<file path="src/rtl/hfrv_mem_arbiter_pkg.sv">
// Shared types and bus widths for the HF-RISCV memory-port arbiter.
package hfrv_mem_arbiter_pkg;
  localparam int ADDR_W = 32;
  localparam int DATA_W = 32;
  localparam int BE_W   = 4;

  typedef enum logic [1:0] {
    ARB_CPU    = 2'd0,
    ARB_SWITCH = 2'd1,
    ARB_AUX    = 2'd2
  } arb_state_t;
endpackage

</file>
<file path="src/rtl/hfrv_mem_arbiter_if.sv">
// Bundle of CPU, aux-master and shared-memory signals around the arbiter.
interface hfrv_mem_arbiter_if;
  import hfrv_mem_arbiter_pkg::*;

  logic [ADDR_W-1:0] cpu_address;
  logic [DATA_W-1:0] cpu_data_write;
  logic [BE_W-1:0]   cpu_data_we;
  logic [DATA_W-1:0] cpu_data_read;
  logic              stall;
  logic              aux_req;
  logic [ADDR_W-1:0] aux_address;
  logic [DATA_W-1:0] aux_data_write;
  logic [BE_W-1:0]   aux_data_we;
  logic              aux_gnt;
  logic [DATA_W-1:0] aux_data_read;
  logic              aux_rvalid;
  logic [ADDR_W-1:0] mem_address;
  logic [DATA_W-1:0] mem_data_write;
  logic [BE_W-1:0]   mem_data_we;
  logic [DATA_W-1:0] mem_data_read;

  modport slave (
    input  cpu_address, cpu_data_write, cpu_data_we,
    input  aux_req, aux_address, aux_data_write, aux_data_we,
    input  mem_data_read,
    output cpu_data_read, stall, aux_gnt, aux_data_read, aux_rvalid,
    output mem_address, mem_data_write, mem_data_we
  );

  modport master (
    output cpu_address, cpu_data_write, cpu_data_we,
    output aux_req, aux_address, aux_data_write, aux_data_we,
    output mem_data_read,
    input  cpu_data_read, stall, aux_gnt, aux_data_read, aux_rvalid,
    input  mem_address, mem_data_write, mem_data_we
  );
endinterface

</file>
<file path="src/rtl/hfrv_mem_arbiter.sv">
// Shares the single HF-RISCV memory port between the CPU and one aux master,
// with bounded aux bursts followed by a guaranteed CPU window.
module hfrv_mem_arbiter
  import hfrv_mem_arbiter_pkg::*;
#(
  parameter int AUX_MAX_BURST = 8,
  parameter int CPU_MIN_SLOTS = 4
) (
  input  logic              clk,
  input  logic              reset,
  hfrv_mem_arbiter_if.slave bus
);

  localparam int BEAT_W = $clog2(AUX_MAX_BURST) + 1;
  localparam int SLOT_W = $clog2(CPU_MIN_SLOTS) + 1;
  localparam logic [BEAT_W-1:0] BEAT_LAST = BEAT_W'(AUX_MAX_BURST - 1);
  localparam logic [SLOT_W-1:0] SLOT_LOAD = SLOT_W'(CPU_MIN_SLOTS);

  arb_state_t        state_q, state_d;
  logic [SLOT_W-1:0] slot_cnt_q, slot_cnt_d;
  logic [BEAT_W-1:0] beat_cnt_q, beat_cnt_d;
  logic              rd_pend_q, rd_pend_d;
  logic              aux_rvalid_q, aux_rvalid_d;
  logic [DATA_W-1:0] aux_data_read_q, aux_data_read_d;

  always_comb begin
    state_d         = state_q;
    slot_cnt_d      = slot_cnt_q;
    beat_cnt_d      = beat_cnt_q;
    rd_pend_d       = 1'b0;
    aux_rvalid_d    = rd_pend_q;
    aux_data_read_d = aux_data_read_q;
    // Synchronous RAM: data for a read granted last cycle is on mem_data_read now.
    if (rd_pend_q) aux_data_read_d = bus.mem_data_read;

    case (state_q)
      ARB_CPU: begin
        if (slot_cnt_q != '0) slot_cnt_d = slot_cnt_q - SLOT_W'(1);
        // A request arriving as the fairness window expires switches next cycle.
        if (bus.aux_req && (slot_cnt_d == '0)) state_d = ARB_SWITCH;
      end
      ARB_SWITCH: state_d = ARB_AUX;
      ARB_AUX: begin
        if (!bus.aux_req) begin
          state_d    = ARB_CPU;
          slot_cnt_d = SLOT_LOAD;
          beat_cnt_d = '0;
        end else begin
          rd_pend_d = (bus.aux_data_we == '0);
          if (beat_cnt_q == BEAT_LAST) begin
            state_d    = ARB_CPU;
            slot_cnt_d = SLOT_LOAD;
            beat_cnt_d = '0;
          end else begin
            beat_cnt_d = beat_cnt_q + BEAT_W'(1);
          end
        end
      end
      default: state_d = ARB_CPU;
    endcase
  end

  always_ff @(posedge clk or posedge reset) begin
    if (reset) begin
      state_q         <= ARB_CPU;
      slot_cnt_q      <= '0;
      beat_cnt_q      <= '0;
      rd_pend_q       <= 1'b0;
      aux_rvalid_q    <= 1'b0;
      aux_data_read_q <= '0;
    end else begin
      state_q         <= state_d;
      slot_cnt_q      <= slot_cnt_d;
      beat_cnt_q      <= beat_cnt_d;
      rd_pend_q       <= rd_pend_d;
      aux_rvalid_q    <= aux_rvalid_d;
      aux_data_read_q <= aux_data_read_d;
    end
  end

  // Bus mux: SWITCH keeps the CPU address (its last read returns) but blocks writes.
  always_comb begin
    bus.mem_address    = bus.cpu_address;
    bus.mem_data_write = bus.cpu_data_write;
    bus.mem_data_we    = bus.cpu_data_we;
    case (state_q)
      ARB_SWITCH: bus.mem_data_we = '0;
      ARB_AUX: begin
        bus.mem_address    = bus.aux_address;
        bus.mem_data_write = bus.aux_data_write;
        bus.mem_data_we    = bus.aux_req ? bus.aux_data_we : '0;
      end
      default: ;
    endcase
  end

  assign bus.stall         = (state_q != ARB_CPU);
  assign bus.aux_gnt       = (state_q == ARB_AUX) && bus.aux_req;
  assign bus.cpu_data_read = bus.mem_data_read;
  assign bus.aux_data_read = aux_data_read_q;
  assign bus.aux_rvalid    = aux_rvalid_q;

endmodule

</file>
<file path="src/flat_wrapper.sv">
// flat-port wrapper written by rule: the top's interface ports become plain ports
module hfrv_mem_arbiter_flat import hfrv_mem_arbiter_pkg::*;
#(
  parameter int AUX_MAX_BURST = 8,
  parameter int CPU_MIN_SLOTS = 4
)
  (clk, reset, bus_cpu_address, bus_cpu_data_write, bus_cpu_data_we, bus_aux_req, bus_aux_address, bus_aux_data_write, bus_aux_data_we, bus_mem_data_read, bus_cpu_data_read, bus_stall, bus_aux_gnt, bus_aux_data_read, bus_aux_rvalid, bus_mem_address, bus_mem_data_write, bus_mem_data_we);
  hfrv_mem_arbiter_if bus_i ();
  input  logic clk;
  input  logic reset;
  input wire logic [$bits(bus_i.cpu_address)-1:0] bus_cpu_address;
  input wire logic [$bits(bus_i.cpu_data_write)-1:0] bus_cpu_data_write;
  input wire logic [$bits(bus_i.cpu_data_we)-1:0] bus_cpu_data_we;
  input wire logic [$bits(bus_i.aux_req)-1:0] bus_aux_req;
  input wire logic [$bits(bus_i.aux_address)-1:0] bus_aux_address;
  input wire logic [$bits(bus_i.aux_data_write)-1:0] bus_aux_data_write;
  input wire logic [$bits(bus_i.aux_data_we)-1:0] bus_aux_data_we;
  input wire logic [$bits(bus_i.mem_data_read)-1:0] bus_mem_data_read;
  output wire logic [$bits(bus_i.cpu_data_read)-1:0] bus_cpu_data_read;
  output wire logic [$bits(bus_i.stall)-1:0] bus_stall;
  output wire logic [$bits(bus_i.aux_gnt)-1:0] bus_aux_gnt;
  output wire logic [$bits(bus_i.aux_data_read)-1:0] bus_aux_data_read;
  output wire logic [$bits(bus_i.aux_rvalid)-1:0] bus_aux_rvalid;
  output wire logic [$bits(bus_i.mem_address)-1:0] bus_mem_address;
  output wire logic [$bits(bus_i.mem_data_write)-1:0] bus_mem_data_write;
  output wire logic [$bits(bus_i.mem_data_we)-1:0] bus_mem_data_we;
  assign bus_i.cpu_address = bus_cpu_address;
  assign bus_i.cpu_data_write = bus_cpu_data_write;
  assign bus_i.cpu_data_we = bus_cpu_data_we;
  assign bus_i.aux_req = bus_aux_req;
  assign bus_i.aux_address = bus_aux_address;
  assign bus_i.aux_data_write = bus_aux_data_write;
  assign bus_i.aux_data_we = bus_aux_data_we;
  assign bus_i.mem_data_read = bus_mem_data_read;
  assign bus_cpu_data_read = bus_i.cpu_data_read;
  assign bus_stall = bus_i.stall;
  assign bus_aux_gnt = bus_i.aux_gnt;
  assign bus_aux_data_read = bus_i.aux_data_read;
  assign bus_aux_rvalid = bus_i.aux_rvalid;
  assign bus_mem_address = bus_i.mem_address;
  assign bus_mem_data_write = bus_i.mem_data_write;
  assign bus_mem_data_we = bus_i.mem_data_we;
  hfrv_mem_arbiter #(.AUX_MAX_BURST(AUX_MAX_BURST), .CPU_MIN_SLOTS(CPU_MIN_SLOTS)) u_core (.clk(clk), .reset(reset), .bus(bus_i));
endmodule
</file>
<file path="config.mk">
export PLATFORM = sky130hd
export DESIGN_NAME = hfrv_mem_arbiter_flat
export DESIGN_NICKNAME = d
export VERILOG_FILES = /design/src/rtl/hfrv_mem_arbiter_pkg.sv /design/src/rtl/hfrv_mem_arbiter_if.sv /design/src/rtl/hfrv_mem_arbiter.sv /design/src/flat_wrapper.sv
export SDC_FILE = /design/constraint.sdc
export NUM_CORES = 1
export LEC_CHECK = 0
export BUFFER_PORTS_ARGS = -buffer_cell sky130_fd_sc_hd__buf_2
export CAP_MARGIN = 20
export CORE_AREA = 2 2 117 119
export DETAILED_ROUTE_END_ITERATION = 6
export DIE_AREA = 0 0 119 121
export SYNTH_ARGS = -nofsm -noshare
export SYNTH_HDL_FRONTEND = slang
export SYNTH_SLANG_ARGS = --single-unit
</file>
<file path="constraint.sdc">
create_clock -name clk -period 2.5 [get_ports clk]
set_clock_uncertainty 0.2 [all_clocks]
set_input_delay 0.375 -clock clk [delete_from_list [all_inputs] [get_ports clk]]
set_output_delay 0.375 -clock clk [all_outputs]
set_load 0.01 [all_outputs]
</file>
## Word level (Yosys, flattened, before mapping)

Cells that the tools add are included.

| storage, ports and cells | value |
|---|---|
| bits in registers | 43 |
| input bits | 171 |

| operators by class | value |
|---|---|
| equality and inequality tests | 5 |
| $add $sub $neg | 2 |
| multiplexer cells | 17 |
| reductions and logical operators | 10 |

Operators by type and width:

| operator | number |
|---|---|
| $mux 32 | 2 |
| $mux 3 | 4 |
| $mux 4 | 3 |
| $pmux 4 s2 | 1 |
| $mux 2 | 3 |
| $pmux 2 s3 | 1 |
| $pmux 3 s2 | 1 |
| $add 4x1->4 const B | 1 |
| $eq 4x3->1 const B | 1 |
| $logic_not 4->1 | 1 |
| $reduce_and 2->1 | 2 |
| $reduce_bool 2->1 | 2 |
| $logic_not 3->1 | 1 |
| $ne 3x2->1 const B | 1 |
| $reduce_bool 3->1 | 1 |
| $sub 3x1->3 const B | 1 |
| $eq 2x1->1 const B | 1 |
| $eq 2x2->1 const B | 1 |
| $logic_and 1x1->1 | 2 |
| $logic_not 2->1 | 1 |
| $mux 1 | 2 |
| $ne 2x1->1 const B | 1 |

## Longest topological paths before layout

Gate-level depths: netlist of the first run.

| depth | value |
|---|---|
| depth in word-level cells | 7 |
| mapped depth | 8 |
| mapped depth without buffers | 8 |

## Least setup slack after synthesis of the first run

Ideal clock, no wire load.

| timing | value |
|---|---|
| path kind | reg2out |
| start | register u_core.state_q[0] |
| end | output port bus_mem_address[20] |
| buffers on the path | 2 |
| cell stages (with the launch flop) | 6 |
| data arrival time | 1.420 ns |
| required time | 1.925 ns |
| slack | 0.505 ns |
| path through | dfrtp_1 -> inv_1 -> ha_1 -> buf_2 -> buf_2 -> mux2_2 |

| on the way | value |
|---|---|
| word-level cells in the longest chain between the ends | 2 |

Ends and longest elaborated chain:

| item | line | RTL |
|---|---|---|
| start, declared | hfrv_mem_arbiter.sv:19 | `arb_state_t state_q, state_d;` |
| start signal, assigned | hfrv_mem_arbiter.sv:72 | `state_q <= state_d;` |
| $eq 2x2->1 | hfrv_mem_arbiter.sv:86 | `case (state_q)` |
| $mux 32 | hfrv_mem_arbiter.sv:86 |  |
| end, declared | flat_wrapper.sv:24 | `output wire logic [$bits(bus_i.mem_address)-1:0] bus_mem_address;` |

No other way between the ends.

## Worst setup path in the final report of the first run

| timing | value |
|---|---|
| start | register u_core.state_q[0] |
| end | output port bus_mem_address[12] |

Same word-level chain as after synthesis.

==> results.ini, run 1 <==
[critical_path]
slowest_stage = dfrtp_1
start_kind = flop
setup.worst_path.class = flop to output port
worst_setup_path_end_kind = output port
critical_path.max_stage_delay_ns = 0.38
arrival_ns = 1.82
crit_chain = inv_1, ha_2, clkbuf_16, mux2_2, buf_2
worstPathMaxFanout = 38
required_ns = 1.92

[synth]
syn_area_um2 = 2880
synthDistinctLibCells = 30
synth_top_family_by_area = multiplexers
synth_xor_area_share_pct = 0
yosysSeqAreaShare_pct = 37.4
synthAdderAreaFrac_pct = 3.04
synth_cells = 250
synth_nets = 428
ys_ff_latch = 43
synthMuxAreaShare_pct = 38.3
yosys_warnings = 0
synth-compound-area-share_pct = 4.60
avgSynthCellArea_um2 = 11.5
yosys.area_share.simple_pct = 4.04

[cts]
cts_inserted_buffers = 5
clockBufferDepth = 2
cts_tree = done
clock_sinks = 43
clk_latency_ns = 0.28
post-cts-setup-buffer-count = 0
clock-root-buffer = clkbuf_16
h-tree-depth = 2
clk_pin_slew_ns = 0.06

[finish]
fin_nets = 700
antenna-diode-count = 0
drive_above_1_share_pct = 79.0
utilization_pct = 34.7
areaGrowthSynthToFinish_pct = 57.7
fin_area_um2 = 4540

[timing]
worstMarginPinSlew_ns = 0.679
rsz0062_at_grt = no
setup_viol = 0
post-route-period-util_pct = 95.9
relSlewSlack_pct = 54.4
hold_viol = 0
period_minus_slack_ns = 2.40
max_freq_mhz = 417
holdWs_ns = 0.139
report.final.slew_viol_count = 0
final.setup.tns_ns = 0

[placed_design]
place_congestion = 0.868
io_buffers = 305
place_hpwl_mm = 8.24
place_area_um2 = 4360

[pwr]
switching_share_pct = 35.9
power_frac_clock_pct = 18.6
leakage_nw = 2.52
p_sw_mw = 1.20
combinationalPowerShare_pct = 51.1
p_int_mw = 2.13
ir_drop_v = 0.000261
pwr-share-seq_pct = 30.3
fin_total_pwr_mw = 3.33
pwr_density_cell_nw_per_um2 = 733

[floorplan]
coreArea_um2 = 13100
die_w_um = 119
die_h_um = 121
boundaryPins = 306
start_util_pct = 22.0
rows = 42
die_area_um2 = 14400

[worst_hold_path]
worstHoldPathType = input pin to flop

[global_routing]
grt_first_pass_wirelength_mm = 14.4
grt_max_degree = 77
overflow = 0
grt_pass1_vias = 2925
track_usage_pct = 12.5
antenna_found_initial = 0

[route]
routedWlPerCell_um = 14.1
ant_nets = 0
drc_errors = 0
drt_iter0_drc = 116
vias = 2900
via_per_inst = 4.15
wirelength_mm = 9.87
drt-pass1-iter-count = 4

[run]
cap_violations = 0

[outcome]
run_status = complete, no violations

[power groups by stage]
| stage | Clock [mW] | Combinational, mW | Sequential, mW |
|---|---|---|---|
| CTS | 0.658 | 1.69 | 1.01 |
| global route | 0.684 | 1.85 | 1.04 |
| detailed placement | 0 | 1.68 | 1.02 |
| global placement | 0 | 1.65 | 1.01 |
| finish | 0.620 | 1.70 | 1.01 |
| floorplan | 0 | 0.967 | 1.08 |
[worst max-delay path, delay by kind of cell, from the launching register on]
kind	cells	cell delay, ns
flops	1	0.38
buf+inv	3	0.51
mux	1	0.37
fa+ha+maj	1	0.27
[worst paths after layout]
kind	from	slack, ns	depth (start not counted)	end
min	bus_mem_data_read[6]	0.14	2	u_core.bus.aux_data_read[6]$_DFFE_PP0P_
max	u_core.state_q[0]$_DFFE_PP0P_	0.10	5	bus_mem_address[12]
min in group asynchronous	reset	0.46	3	u_core.bus.aux_data_read[6]$_DFFE_PP0P_
min reg2reg	u_core.bus.aux_data_read[27]$_DFFE_PP0P_	0.29	1	u_core.bus.aux_data_read[27]$_DFFE_PP0P_
max reg2reg	u_core.state_q[0]$_DFFE_PP0P_	0.44	7	u_core.state_q[1]$_DFFE_PP0P_
max in group asynchronous	reset	0.93	4	u_core.bus.aux_data_read[22]$_DFFE_PP0P_
[cell usage in the layout, fill, tap and decap left out, drive strengths merged, types with 2 or more instances in the layout]
| master | n |
|---|---|
| ha | 7 |
| nor2b | 2 |
| buf | 308 |
| o22ai | 4 |
| clkbuf | 7 |
| nand2 | 8 |
| nand3b | 2 |
| o21ai | 7 |
| a21oi | 2 |
| inv | 15 |
| clkinv | 2 |
| dfrtp | 43 |
| nor2 | 3 |
| nand3 | 2 |
| mux2 | 97 |
[synthesized netlist by cell type (all sizes together)]
library cell  instances  area share [%]
o22ai                 4            0.87
or4                   1            0.26
nand2b                1            0.22
a211oi                1            0.26
dfrtp                43              37
o31ai                 1            0.26
inv                  16             2.1
clkbuf                2            0.26
a311o                 1            0.35
nand3b                2            0.52
nor2b                 2            0.43
and3b                 1            0.30
a31oi                 1            0.74
nand2                 8             1.1
o21ai                 7             1.2
nor3b                 1            0.26
nor3                  1            0.17
mux2                 97              38
mux2i                 1            0.35
ha                    7             3.0
a21boi                1            0.26
buf                  43              10
o311ai                1            0.30
nor2                  3            0.39
nand3                 2            0.35
a21oi                 2            0.35
[sequential cells by signal (all words and copies together) (netlist names)]
name,flops
u_core.slot_cnt_q,3
u_core.bus.aux_rvalid,1
u_core.state_q,2
u_core.beat_cnt_q,4
u_core.bus.aux_data_read,32
u_core.aux_rvalid_d,1
[per-layer routing]
metal,vias up,GRT usage [%],part of all wire (%)
met3,8,3.05,8.5
met4,0,3.13,1.2
met1,1331,14.8,40
met2,172,22.6,50
met5,-,0,0
li1,1389,-,-
[area by class of cell]
| type | instances | area, um^2 |
|---|---|---|
| well taps | 176 | 220 |
| fillers | 1332 | 8540 |
| clock inverters | 2 | 12.5 |
| repair buffers | 310 | 1600 |
| multi-input cells | 146 | 1440 |
| flip-flops and latches | 43 | 1080 |
| clock buffers | 6 | 129 |
| inverters | 16 | 60.1 |
[metrics by stage]
step	instances	worst slack, ns
global route	699	0.0358
detailed placement	689	0.336
CTS	698	0.0265
floorplan	250	0.505
finish	699	0.103
global placement	689	0.352
[what timing repair did]
action,4_1_cts,5_1_grt
hold endpoints to repair,17,0
endpoints found under the setup margin,0,53
gates resized for setup,0,1
hold buffers,1,0
[cell families (layout without fill, tap and decap cells)]
logic type,after synthesis,count (layout)
muxes,98,98
adders and majority gates,7,7
DFF,43,43
buffers and inverters,61,334
AOI/OAI and AO/OA,19,19
and+or+nand+nor,22,22
No activity file was read; power rests on OpenSTA's default activity.
==> inputs of run 2 (changes only) <==
==> constraint.sdc (replaced) <==
create_clock -name clk -period 2.5 [get_ports clk]
set_clock_uncertainty 0.2 [all_clocks]
set_input_delay 0.375 -clock clk [delete_from_list [all_inputs] [get_ports clk]]
set_output_delay 0.375 -clock clk [all_outputs]
set_load 0.05 [all_outputs]
==> run 2 against run 1 <==
  * Critical path type unchanged
  * Final cell count grew 0.29%
  * Design area grew 2.1%
  * Via count grew 0.59%
  * Routed wire length grew 1.9%
  * Largest power group unchanged
  * Maximum frequency shrank 1.1%
  * Non-clock buffer count grew 3
  * Register-to-register slack gained 0.02 ns
  * Sequential share of layout area shrank 0.49 points
==> results.ini, run 2 (same netlist as run 1, synthesis figures left out) <==
[route]
drc_errors = 0  ; unchanged
drt-pass1-iter-count = 4  ; unchanged
vias = 2917  ; was 2,900
routedWlPerCell_um = 14.3  ; was 14.1 um
drt_iter0_drc = 58  ; was 116
wirelength_mm = 10.1  ; was 9.87 mm
ant_nets = 0  ; unchanged
via_per_inst = 4.16  ; was 4.15

[critical_path]
rrSetupSlack_ns = 0.46  ; was 0.44 ns
worst_setup_path_end_kind = output port  ; unchanged
start_kind = flop  ; unchanged
required_ns = 1.92  ; about the same
r2r_start = u_core.state_q[0]$_DFFE_PP0P_  ; unchanged
crit_start = u_core.state_q[0]$_DFFE_PP0P_  ; unchanged
arrival_ns = 1.85  ; was 1.82 ns
setup.worst_path.class = flop to output port  ; unchanged
worstPathMaxFanout = 34  ; was 38

[placed_design]
place_hpwl_mm = 8.23  ; was 8.24 mm
io_buffers = 305  ; unchanged
place_congestion = 0.882  ; was 0.868
post-place-ws_ns = 0.291  ; was 0.336 ns

[finish]
antenna-diode-count = 0  ; unchanged
final_common_cell = buf_2  ; unchanged
multi_input_area_um2 = 1450  ; was 1440 um^2
fin_nets = 703  ; was 700
regArea_um2 = 1080  ; unchanged
num-fill-cells = 1365  ; was 1,332
layout_common_cells = buf_2 (288), mux2_2 (94), dfrtp_1 (43)  ; was buf_2 (305), mux2_2 (94), dfrtp_1 (43)
largest_reg_flops = 32  ; unchanged
areaGrowthSynthToFinish_pct = 61.1  ; was 57.7%
drive_above_1_share_pct = 79.0  ; about the same
utilization_pct = 35.5  ; was 34.7%

[global_routing]
grt_max_degree = 68  ; was 77
grt_first_pass_wirelength_mm = 14.6  ; was 14.4 mm
track_usage_pct = 12.7  ; was 12.5%
antenna_found_initial = 0  ; unchanged
overflow = 0  ; unchanged
grt_pass1_vias = 2953  ; was 2,925

[timing]
max_freq_mhz = 413  ; was 417 MHz
holdWs_ns = 0.132  ; was 0.139 ns
post-route-period-util_pct = 96.9  ; was 95.9%
period_minus_slack_ns = 2.42  ; was 2.40 ns
hold_viol = 0  ; unchanged
report.final.slew_viol_count = 0  ; unchanged
postLayoutSetupSlackWorst_ns = 0.0774  ; was 0.103 ns
rsz0062_at_grt = no  ; unchanged
relSlewSlack_pct = 56.6  ; was 54.4%
setup_viol = 0  ; unchanged
worstMarginPinSlew_ns = 0.647  ; was 0.679 ns

[run]
cap_violations = 0  ; unchanged

[cts]
clk_latency_ns = 0.28  ; about the same
h-tree-depth = 2  ; unchanged
cts_inserted_buffers = 5  ; unchanged
post-cts-setup-buffer-count = 0  ; unchanged
clk_pin_slew_ns = 0.06  ; about the same
clock_sinks = 43  ; unchanged
clock-root-buffer = clkbuf_16  ; unchanged
clockBufferDepth = 2  ; unchanged
cts_tree = done  ; unchanged

[worst_hold_path]
hold_path.startpoint = bus_mem_data_read[6]  ; unchanged
worstHoldPathType = input pin to flop  ; unchanged

[floorplan]
die_area_um2 = 14400  ; unchanged
boundaryPins = 306  ; unchanged
die_w_um = 119  ; unchanged
rows = 42  ; unchanged
die_h_um = 121  ; unchanged
coreArea_um2 = 13100  ; unchanged
start_util_pct = 22.0  ; unchanged

[pwr]
ir_drop_v = 0.000566  ; was 0.000261 V
pwr_density_cell_nw_per_um2 = 1020  ; was 733 nW/um^2
fin_total_pwr_mw = 4.73  ; was 3.33 mW
leakage_nw = 2.56  ; was 2.52 nW

[outcome]
run_status = complete, no violations  ; unchanged

-- run 2: cell count changes in the layout (fill, tap and decap cells not counted) --
cell        before  now
buf_2          305  288
ha_2             1    0
bufinv_16        0    1
clkinv_2         1    0
ha_4             0    1
buf_4            2   21
clkinvlp_4       1    0
buf_6            0    1
-- run 2: path summary, 6_finish.rpt --
| check | cells past startpoint | to |
|---|---|---|
| setup / recovery | 5 | bus_mem_address[20] |
| hold / removal | 2 | u_core.bus.aux_data_read[6]$_DFFE_PP0P_ |
| setup reg to reg | 7 | u_core.state_q[1]$_DFFE_PP0P_ |
| hold reg to reg | 1 | u_core.bus.aux_data_read[27]$_DFFE_PP0P_ |
| max in group asynchronous | 4 | u_core.bus.aux_data_read[15]$_DFFE_PP0P_ |
| min in group asynchronous | 3 | u_core.bus.aux_data_read[6]$_DFFE_PP0P_ |
-- run 2: area by class of cell --
| type | count | area share (%) |
|---|---|---|
| flip-flops and latches | 43 | 23.2 |
| clock inverters | 1 | 0.647 |
| well taps | 176 | 4.75 |
| multi-input cells | 146 | 31.3 |
| repair buffers | 313 | 36.1 |
| clock buffers | 6 | 2.78 |
| inverters | 16 | 1.29 |
-- run 2: worst max-delay path, stage by stage (launching register included) --
cell and delay (ns):
dfrtp_1 0.38, inv_1 0.13, ha_4 0.21, buf_16 0.21, mux2_2 0.40, buf_4 0.20
-- run 2: metal layers --
metal	track usage, %	vias up	part of all wire, %
li1	-	1387	-
met1	14.9	1354	39
met2	23.6	169	53
met3	2.54	7	7.5
met4	3.42	0	1.1
met5	0	-	0
-- run 2: where the power goes --
part / total [mW] / internal (mW) / switching, mW
clock: 0.706 / 0.465 / 0.240
combinational: 3.01 / 0.934 / 2.07
sequential: 1.01 / 0.895 / 0.117
-- run 2: metrics by stage --
| stage | TNS [ns] | cell area (um^2) | instances |
|---|---|---|---|
| 6_report | 0 | 4640 | 701 |
| 4_1_cts | -0.0390 | 4590 | 699 |
| 5_1_grt | 0 | 4640 | 701 |
| 3_3_place_gp | 0 | 4370 | 691 |
| 2_1_floorplan | 0 | 2880 | 250 |
| 3_5_place_dp | 0 | 4370 | 691 |
-- run 2: what timing repair did --
item                                    CTS  global route
pin swaps                                 0             1
resized for setup                        17             2
hold buffers                              1             0
hold endpoints to repair                 17             0
gates cloned                              0             2
endpoints found under the setup margin   17            69
==> inputs of run 3 (changes only) <==
--- a/config.mk
+++ b/config.mk
@@ -7,9 +7,12 @@
 export LEC_CHECK = 0
 export BUFFER_PORTS_ARGS = -buffer_cell sky130_fd_sc_hd__buf_2
 export CAP_MARGIN = 20
-export CORE_AREA = 2 2 117 119
+export CELL_PAD_IN_SITES_DETAIL_PLACEMENT = 0
+export CELL_PAD_IN_SITES_GLOBAL_PLACEMENT = 1
+export CORE_AREA = 2 2 120 122
 export DETAILED_ROUTE_END_ITERATION = 6
-export DIE_AREA = 0 0 119 121
+export DIE_AREA = 0 0 122 124
+export PLACE_DENSITY_LB_ADDON = 0.1
 export SYNTH_ARGS = -nofsm -noshare
 export SYNTH_HDL_FRONTEND = slang
 export SYNTH_SLANG_ARGS = --single-unit
==> run 3 against run 2 <==
  * Non-clock buffer count increased by 1
  * Power decreased by 3.0%
  * Sequential cell count unchanged
  * Critical endpoint is now bus_mem_data_write[4]
  * Largest power group unchanged
==> results.ini, run 3 (same netlist as run 1, synthesis figures left out) <==
[outcome]
run_status = complete, no violations  ; unchanged

[route]
via_per_inst = 4.04  ; was 4.16
vias = 2859  ; was 2,917
ant_nets = 0  ; unchanged
drc_errors = 0  ; unchanged
routedWlPerCell_um = 15.0  ; was 14.3 um
drt_iter0_drc = 60  ; was 58
drt-pass1-iter-count = 3  ; was 4
wirelength_mm = 10.6  ; was 10.1 mm

[global_routing]
track_usage_pct = 13.0  ; was 12.7%
grt_pass1_vias = 2826  ; was 2,953
grt_first_pass_wirelength_mm = 14.8  ; was 14.6 mm
antenna_found_initial = 1  ; was 0
overflow = 0  ; unchanged
grt_max_degree = 34  ; was 68

[cts]
h-tree-depth = 2  ; unchanged
clk_latency_ns = 0.28  ; about the same
clock_sinks = 43  ; unchanged
clockBufferDepth = 2  ; unchanged
cts_tree = done  ; unchanged
cts_inserted_buffers = 5  ; unchanged
clock-root-buffer = clkbuf_16  ; unchanged
clk_pin_slew_ns = 0.06  ; about the same

[finish]
final_common_cell = buf_2  ; unchanged
fin_nets = 704  ; was 703
areaGrowthSynthToFinish_pct = 59.6  ; was 61.1%
instances_no_fill = 707  ; was 701
layout_common_cells = buf_2 (304), mux2_2 (94), dfrtp_1 (43)  ; was buf_2 (288), mux2_2 (94), dfrtp_1 (43)
largest_reg_flops = 32  ; unchanged
drive_above_1_share_pct = 79.3  ; was 79.0%

[placed_design]
io_buffers = 305  ; unchanged
dp.cells = 697  ; was 691
post-place-ws_ns = 0.243  ; was 0.291 ns
place_hpwl_mm = 9.21  ; was 8.23 mm
place_congestion = 0.881  ; was 0.882

[floorplan]
start_util_pct = 21.0  ; was 22.0%
coreArea_um2 = 13700  ; was 13,100 um^2
die_w_um = 122  ; was 119 um
boundaryPins = 306  ; unchanged
die_area_um2 = 15100  ; was 14,400 um^2
die_h_um = 124  ; was 121 um
rows = 43  ; was 42

[timing]
final.setup.tns_ns = 0  ; unchanged
hold_viol = 0  ; unchanged
relSlewSlack_pct = 52.0  ; was 56.6%
holdWs_ns = 0.122  ; was 0.132 ns
max_freq_mhz = 408  ; was 413 MHz
postLayoutSetupSlackWorst_ns = 0.0493  ; was 0.0774 ns
period_minus_slack_ns = 2.45  ; was 2.42 ns
setup_viol = 0  ; unchanged
rsz0062_at_grt = yes  ; was no
worstMarginPinSlew_ns = 0.716  ; was 0.647 ns
post-route-period-util_pct = 98.0  ; was 96.9%
report.final.slew_viol_count = 0  ; unchanged

[critical_path]
worst_setup_path_end_kind = output port  ; unchanged
required_ns = 1.92  ; about the same
arrival_ns = 1.88  ; was 1.85 ns
rrSetupSlack_ns = 0.51  ; was 0.46 ns
rr_worst_depth = 7  ; unchanged
setup.worst_path.class = flop to output port  ; unchanged
start_kind = flop  ; unchanged
worstPathMaxFanout = 28  ; was 34

[pwr]
switching_share_pct = 52.5  ; was 51.4%
p_int_mw = 2.18  ; was 2.30 mW
power_frac_clock_pct = 14.0  ; was 14.9%
pwr_density_cell_nw_per_um2 = 998  ; was 1020 nW/um^2
ir_drop_v = 0.000419  ; was 0.000566 V
combinationalPowerShare_pct = 64.2  ; was 63.7%
pwr-share-seq_pct = 21.9  ; was 21.4%
p_sw_mw = 2.41  ; was 2.43 mW
leakage_nw = 2.55  ; was 2.56 nW

[worst_hold_path]
worstHoldPathType = input pin to flop  ; unchanged
min_path_cells = 2  ; unchanged

[run]
cap_violations = 0  ; unchanged

[run 3: per-layer routing]
| metal | vias up | GRT usage (%) | share of wire, % |
|---|---|---|---|
| li1 | 1390 | - | - |
| met2 | 162 | 25.6 | 55 |
| met4 | 0 | 4.60 | 2.3 |
| met3 | 13 | 4.44 | 9.8 |
| met5 | - | 0 | 0 |
| met1 | 1294 | 12.4 | 33 |
[run 3: power by group through the flow]
stage / clock network, mW / registers, mW / logic [mW]
floorplan: 0 / 1.52 / 1.76
global placement: 0 / 1.01 / 2.96
detailed placement: 0 / 1.02 / 2.96
CTS: 0.677 / 1.01 / 2.98
global route: 0.698 / 1.03 / 3.11
finish: 0.640 / 1.00 / 2.94
[run 3: per-stage QoR]
step                total power [mW]  utilization (%)  cell area (um^2)
detailed placement              3.98             32.2              4420
finish                          4.59             33.5              4600
floorplan                       3.27                -              2880
CTS                             4.66             33.4              4580
global placement                3.97             32.2              4420
global route                    4.85             33.5              4600
[run 3: critical path: stages, from the launching register on]
cell	delay [ns]
dfrtp_1	0.38
inv_1	0.14
ha_4	0.26
buf_12	0.21
mux2_2	0.37
buf_2	0.22
[run 3: path summary, 6_finish.rpt]
| kind | start | endpoint |
|---|---|---|
| max | u_core.state_q[0]$_DFFE_PP0P_ | bus_mem_data_write[4] |
| min | bus_mem_data_read[27] | u_core.bus.aux_data_read[27]$_DFFE_PP0P_ |
| max reg2reg | u_core.slot_cnt_q[0]$_DFFE_PP0P_ | u_core.state_q[1]$_DFFE_PP0P_ |
| min reg2reg | u_core.bus.aux_data_read[26]$_DFFE_PP0P_ | u_core.bus.aux_data_read[26]$_DFFE_PP0P_ |
| max in group asynchronous | reset | u_core.bus.aux_data_read[12]$_DFFE_PP0P_ |
| min in group asynchronous | reset | u_core.bus.aux_data_read[27]$_DFFE_PP0P_ |
[run 3: layout make-up]
cell class	instances	area [um^2]
tap	180	225
multi-input combinational	146	1450
timing repair buffer	314	1640
antenna	1	2.50
inverter	16	60.1
sequential	43	1080
clock buffer	6	139
fill	1449	9120
clock inverter	1	5.00
[run 3: timing repair]
action | in CTS | in global routing
hold buffers | 1 | 0
buffers inserted | 0 | 1
gates resized for setup | 1 | 1
setup endpoints to repair | 62 | 9
cloned | 0 | 0
pin swaps | 0 | 0
endpoints found under the hold margin | 18 | 0
